==> src/rtl/regfile_wb_arbiter.sv <==
// regfile_wb_arbiter: shares the register-file write port between WB and a buffered MDU result FIFO.
// Optional starvation guard enabled by REGFILE_WB_ARB_STARVE_EN.
module regfile_wb_arbiter #(
  parameter int BUF_DEPTH  = 2,
  parameter int STARVE_MAX = 4
) (
  input  logic                         clk,
  input  logic                         reset,
  input  logic                         wb_valid,
  input  logic [4:0]                   wb_addr,
  input  logic [31:0]                  wb_data,
  output logic                         wb_hold,
  input  logic                         mdu_issue,
  input  logic [4:0]                   mdu_issue_addr,
  input  logic                         mdu_valid,
  input  logic [4:0]                   mdu_addr,
  input  logic [31:0]                  mdu_data,
  output logic                         mdu_ready,
  input  logic [4:0]                   chk_addr1,
  input  logic [4:0]                   chk_addr2,
  output logic                         chk_busy1,
  output logic                         chk_busy2,
  output logic                         rf_we,
  output logic [4:0]                   rf_waddr,
  output logic [31:0]                  rf_wdata,
  output logic [$clog2(BUF_DEPTH):0]   buf_count,
  output logic                         err_sticky
);
  localparam int AW = $clog2(BUF_DEPTH);
  localparam int CW = AW + 1;
  logic [4:0]    fa [BUF_DEPTH];
  logic [31:0]   fd [BUF_DEPTH];
  logic [AW-1:0] rp, wp;
  logic [CW-1:0] cnt;
  logic [31:0]   sb, sb_next;
  logic          wbreq, nonempty, starved, grant_buf, grant_wb, push, err_next;
  logic [4:0]    head_addr;
  assign head_addr = fa[rp];
  assign wbreq     = wb_valid && wb_addr != 5'd0;
  assign nonempty  = cnt != '0;
  assign mdu_ready = cnt < CW'(BUF_DEPTH);
  assign push      = mdu_valid && mdu_ready;
  assign grant_buf = nonempty && (!wbreq || starved);
  assign grant_wb  = wbreq && !grant_buf;
  assign wb_hold   = wbreq && grant_buf;
  assign rf_we     = grant_wb || grant_buf;
  assign rf_waddr  = grant_buf ? head_addr : grant_wb ? wb_addr : 5'd0;
  assign rf_wdata  = grant_buf ? fd[rp] : grant_wb ? wb_data : 32'd0;
  assign chk_busy1 = sb[chk_addr1];
  assign chk_busy2 = sb[chk_addr2];
  assign buf_count = cnt;
`ifdef REGFILE_WB_ARB_STARVE_EN
  localparam int SW = $clog2(STARVE_MAX + 1);
  logic [SW-1:0] starve_cnt;
  assign starved = starve_cnt == SW'(STARVE_MAX);
  always_ff @(posedge clk)
    if (reset || !nonempty || grant_buf) starve_cnt <= '0;
    else if (!starved) starve_cnt <= starve_cnt + 1'b1;
`else
  localparam int unused_starve_max = STARVE_MAX;
  assign starved = 1'b0;
`endif
  // issue sets after the grant clears so a same-cycle set on the same address wins
  always_comb begin
    sb_next = sb;
    if (grant_buf) sb_next[head_addr] = 1'b0;
    if (mdu_issue) sb_next[mdu_issue_addr] = 1'b1;
    sb_next[0] = 1'b0;
    err_next = (mdu_valid && !mdu_ready) || (mdu_issue && sb[mdu_issue_addr]) ||
               (mdu_valid && !sb[mdu_addr]) || (grant_wb && sb[wb_addr]);
  end
  always_ff @(posedge clk)
    if (push) begin
      fa[wp] <= mdu_addr;
      fd[wp] <= mdu_data;
    end
  always_ff @(posedge clk)
    if (reset) begin
      rp         <= '0;
      wp         <= '0;
      cnt        <= '0;
      sb         <= '0;
      err_sticky <= 1'b0;
    end else begin
      if (push) wp <= wp + 1'b1;
      if (grant_buf) rp <= rp + 1'b1;
      cnt        <= cnt + CW'(push) - CW'(grant_buf);
      sb         <= sb_next;
      err_sticky <= err_sticky || err_next;
    end
endmodule

==> config.mk <==
export PLATFORM = sky130hd
export DESIGN_NAME = regfile_wb_arbiter
export DESIGN_NICKNAME = d
export VERILOG_FILES = /design/src/rtl/regfile_wb_arbiter.sv
export SDC_FILE = /design/constraint.sdc
export NUM_CORES = 1
export LEC_CHECK = 0
export ABC_CLOCK_PERIOD_IN_PS = 3100
export CORE_ASPECT_RATIO = 0.5
export CORE_MARGIN = 2
export CORE_UTILIZATION = 33
export CTS_CLUSTER_DIAMETER = 150
export DETAILED_ROUTE_END_ITERATION = 6
export PLACE_DENSITY = 0.57
export SLEW_MARGIN = 20
export SYNTH_ARGS = -nofsm -noshare
export SYNTH_HDL_FRONTEND = slang
export SYNTH_SLANG_ARGS = --single-unit
==> constraint.sdc <==
create_clock -name clk -period 3.1 [get_ports clk]
set_clock_uncertainty 0.15 [all_clocks]
set_input_delay 0.31 -clock clk [delete_from_list [all_inputs] [get_ports clk]]
set_output_delay 0.31 -clock clk [all_outputs]
set_load 0.1 [all_outputs]
# ---- After elaboration in Yosys (flattened, before gate mapping)
# Memory sizes are Yosys's and may differ from the RTL's. A register that Yosys moved wholly into a read port is not among the register bits.
# Cells that the tools add are included.
# W data, S select, Z words.
dict set report totals {
  register_bits 37
  ram_bits 74
  inputBits 94
  output_inout_bits 45
  elab_cells 72
  mem_count 2
}
dict set report classes {
  addsub 4
  magnitude_cmp 9
  muxes 26
  bitwise_logic 3
  n_reduce_logical 22
}
# name depth width rd rd_clocked_by_memory_dff write_ports line
set mem_list {}
lappend mem_list {fd 2 32 1 1 1 32} ;# logic [31:0] fd [BUF_DEPTH];
lappend mem_list {fa 2 5 1 1 1 31} ;# logic [4:0] fa [BUF_DEPTH];
# cell n
set ops {}
lappend ops {{$mux W32} 4}
lappend ops {{$lt A5 B6 Y1 const B} 6}
lappend ops {{$and A32 B32 Y32} 1}
lappend ops {{$not A32 Y32} 1}
lappend ops {{$or A32 B32 Y32} 1}
lappend ops {{$bmux W1 S5} 5}
lappend ops {{$mux W1} 13}
lappend ops {{$logic_and A1 B1 Y1} 11}
lappend ops {{$demux W1 S5} 2}
lappend ops {{$ge A5 B1 Y1 const B} 2}
lappend ops {{$mux W5} 2}
lappend ops {{$logic_or A1 B1 Y1} 5}
lappend ops {{$reduce_bool A5 Y1} 1}
lappend ops {{$logic_not A1 Y1} 4}
lappend ops {{$add A1 B1 Y1 const B} 2}
lappend ops {{$add A2 B1 Y2} 1}
lappend ops {{$lt A2 B2 Y1 const B} 1}
lappend ops {{$reduce_bool A2 Y1} 1}
lappend ops {{$sub A2 B1 Y2} 1}

# ---- Depth between registers and ports, before layout
# Gate-level depths: netlist (run 1).
dict set report depth {
  ltp_word 9
  depth_mapped 12
  ltp_nobuf 10
}

# ---- Worst setup path before layout (run 1)
# OpenSTA, ideal clock, no wires.
dict set report synth_path {
  path_type {reg2out}
  from {register cnt[1], in the netlist buf_count[1]}
  to {output port rf_wdata[22]}
  arrival_time_ns 4.018
  required_time_ns 2.640
  setup_slack_ns -1.378
  path_stages_with_launch 7
  n_path_buf 3
  path_cell_list {dfxtp_1 -> or2_2 -> clkbuf_1 -> nand2_2 -> buf_2 -> buf_2 -> o21ai_0}
}
dict set report synth_between {
  elab_chain_len 6
}
# item line
set synth_rtl {}
lappend synth_rtl {{from (decl)} 34} ;# logic [CW-1:0] cnt;
lappend synth_rtl {{from (signal assigned)} 87} ;# cnt <= cnt + CW'(push) - CW'(grant_buf);
lappend synth_rtl {{$reduce_bool A2 Y1 (*)} 40} ;# assign nonempty = cnt != '0;
lappend synth_rtl {{$logic_and A1 B1 Y1 (*)} 43} ;# assign grant_buf = nonempty && (!wbreq || starved);
lappend synth_rtl {{$logic_not A1 Y1} 44} ;# assign grant_wb = wbreq && !grant_buf;
lappend synth_rtl {{$logic_and A1 B1 Y1} 44}
lappend synth_rtl {{$mux W32} 48} ;# assign rf_wdata = grant_buf ? fd[rp] : grant_wb ? wb_data : 32'd0;
lappend synth_rtl {{$mux W32 (*)} 48}
lappend synth_rtl {{to (decl)} 25} ;# output logic [31:0] rf_wdata,
# Mark *: on every way between the ends. The rest lies on a longest branch, timed or not.

# ---- Worst setup path after layout (run 1)
dict set report layout_path {
  from {input port chk_addr2[0]}
  to {output port chk_busy2}
}
dict set report layout_between {
  elab_chain_len 2
}
# item line
set layout_rtl {}
lappend layout_rtl {{from (decl)} 20} ;# input logic [4:0] chk_addr2,
lappend layout_rtl {{$bmux W1 S5} 50} ;# assign chk_busy2 = sb[chk_addr2];
lappend layout_rtl {{$mux W1 (implied by the code)} 50}
lappend layout_rtl {{to (decl)} 22} ;# output logic chk_busy2,
# No other way between the ends. The select of a mux whose other input is x is not followed.

==> out/results.txt, run 1 <==
Critical path class - input pin to output pin
Mapped Nets - 634
Final setup violation count - 0
WL final - 17620 µm
Vias per inst - 5.381
Vert. Die Dim - 99.19 µm
DRT Pass-1 Iters - 7
Max Freq - 345.5 MHz
Largest net degree at the start of global routing - 38
Initial antenna violation count - 0
Ys async rst share - 0
Failing checks - DRC
RSZ-0062 raised after global routing - false
Hold Path Class - flip-flop to flip-flop
Reg power frac - 0.345
Worst IR Drop VDD - 0.0003179 V
Max-cap violations - 0
Gate power share - 0.442
Total power divided by cell area - 651.7 mW/mm²
Starting DRT DRC Count - 403
Cell variety after synth - 50
Rel. slew slack - 0.4122
Setup crit start kind - input pin
Clock Latency Late Sink - 0.34 ns
Global Route Usage Sum - 0.1834
Commonest cells in the netlist - nand2_1 (83), edfxtp_1 (74), o21ai_0 (66)
Most frequent cell after synthesis - nand2_1
First-pass GRT wire length - 27010 µm
Crit path max fanout - 9
Clock Tree Buf Depth - 2
CP Data Required Time - 2.64 ns
Crit path DAT - 2.43 ns
CP endpoint kind - output pin
Post-Place Setup Slack - 0.1982 ns
CTS tree - done
Pleak - 0.002977 µW
Clk network pwr share - 0.213
Synth top area cells - edfxtp_1 (37%), dfxtp_1 (12%), mux4_2 (11%)
CTS root buf - clkbuf_16
Nets - 772
Crit path time final - 2.894 ns
Switch share - 0.4058
H-tree depth - 3
Die width - 194.4 µm
Post-synth EDFFs - 74
Mapped Cells - 538
#FFs+latches synth - 111
Period utilisation layout - 0.9336
Routed len/inst - 19.25 µm
Vias in the first global route - 4841
# Post-CTS Setup Buffers - 0
Die Area - 0.01928 mm²
Worst Tran Pin Value - 0.8817 ns
Layout cells sized above 1 - 0.2129
Syn-to-layout area delta - 42.41%
CTS resizes - 0
Total negative slack - 0 ns
Top FF cell, synth - edfxtp_1
Hold buffer count at cts - 0
DRC - 3
Port-buffer cells - 137
HPWL after DPL - 12650 µm
Boundary Pins - 139
Yosys top cell area share - 0.3716
Slew Viols, Final - 0
Initial Utilization - 0.3403
Psw - 2252 µW
Average size of a mapped cell - 11.11 µm²
Fillers - 1589
P_int - 3298 µW
Inserted Diodes - 0
Synth area leader - edfxtp_1
Core area - 0.01757 mm²
GP Congestion - 0.9041
Clk slew on worst S/H paths - 0.07 ns
YS warnings - 0
Via count - 4924
Status - finished with violations
Fin worst setup slack - 0.2059 ns
Sink Count - 111
Cell Area, Synth - 0.005979 mm²
Inserted Clock Buffers - 9
DRT antenna net count - 0
Total grt overflow - 0
Final Hold Viols - 0
Post-synthesis sequential area ratio - 0.4955
Rows - 34
[worst paths after layout]
kind / start / endpoint / slack [ns] / cells after the start
setup reg to reg: flip-flop / sb[19] / 0.77 / 5
setup / recovery: chk_addr2[0] / chk_busy2 / 0.21 / 6
hold reg to reg: rp / flip-flop / 0.36 / 2
hold / removal: rp / flip-flop / 0.36 / 2
[registers in the layout, indices dropped and copies added (netlist names), named ones only]
signal / count
buf_count: 2
wp: 1
err_sticky: 1
fd: 64
sb: 31
fa: 10
rp: 1
[cells in the final DEF, fill, tap and decap left out, drive strengths merged, types with 2 or more instances in the layout]
cell type / n
mux4: 29
xnor2: 2
nor3b: 2
inv: 11
nand2b: 7
clkdlybuf4s50: 93
a21oi: 37
clkbuf: 10
nor3: 2
a32o: 2
o21ai: 71
o22ai: 5
dfxtp: 37
nand2: 84
buf: 71
or2: 3
o41ai: 2
nor2b: 5
edfxtp: 74
mux2i: 61
a32oi: 2
mux2: 8
a31oi: 2
nand4: 10
nand3: 3
and3: 4
xor2: 2
and2: 2
nor2: 20
nand3b: 2
ha: 2
[layout make-up]
class                   count  area, µm²  share of cell area
clock inverters             6      73.82            0.008669
repair buffers            164       1977              0.2321
well taps                 234      292.8             0.03438
inverters                   7      26.28            0.003086
multi-input cells         383       2953              0.3468
clock buffers              10      229.0             0.02689
flip-flops and latches    111       2964              0.3481
[metrics by stage]
stage               instances  power [µW]  hold WS [ns]  instance area (µm²)  utilization
global placement          899        4414        0.3334                 8213       0.4675
CTS                       915        5615        0.3674                 8516       0.4847
detailed placement        899        4431        0.3431                 8213       0.4675
floorplan                 538        3527        0.2589                 6100            -
global route              915        5784        0.3700                 8516       0.4847
finish                    915        5550        0.3630                 8516       0.4847
[kinds of logic after synthesis]
logic type      after synthesis  share of synthesized area
compound gates              131                     0.1251
other cells                   1                  0.0006271
fa+ha+maj                     2                   0.004184
buf+inv                      44                    0.03097
simple gates                147                     0.1113
flops                       111                     0.4955
xor+xnor                      4                   0.005860
mux                          98                     0.2264
[worst max-delay path, cell delays in order]
cell             delay, ns
clkdlybuf4s50_1       0.47
buf_4                 0.19
mux4_2                0.51
mux4_2                0.47
mux2_2                0.30
buf_12                0.17
[routing by layer]
layer,share of wire,vias to the layer above,global-route usage,wire (µm)
met2,0.47,198,0.2983,8238
met3,0.071,30,0.03934,1253
met5,0,-,0,0
li1,-,2301,-,-
met4,0.022,0,0.06568,393
met1,0.44,2395,0.2446,7729
[power groups by stage]
stage               Combinational (µW)  Sequential [µW]  Clock [µW]
floorplan                         1570             1960           0
global placement                  2470             1950           0
detailed placement                2480             1950           0
CTS                               2480             1920        1210
global route                      2570             1940        1270
finish                            2450             1920        1180
No activity file was read; power rests on OpenSTA's default activity.
==> run 2, diff against run 1 <==
- ABC_CLOCK_PERIOD_IN_PS: 3100 -> not set
==> results of run 2 <==
No change in the layout: final DEF, timing and power equal those of run 1.
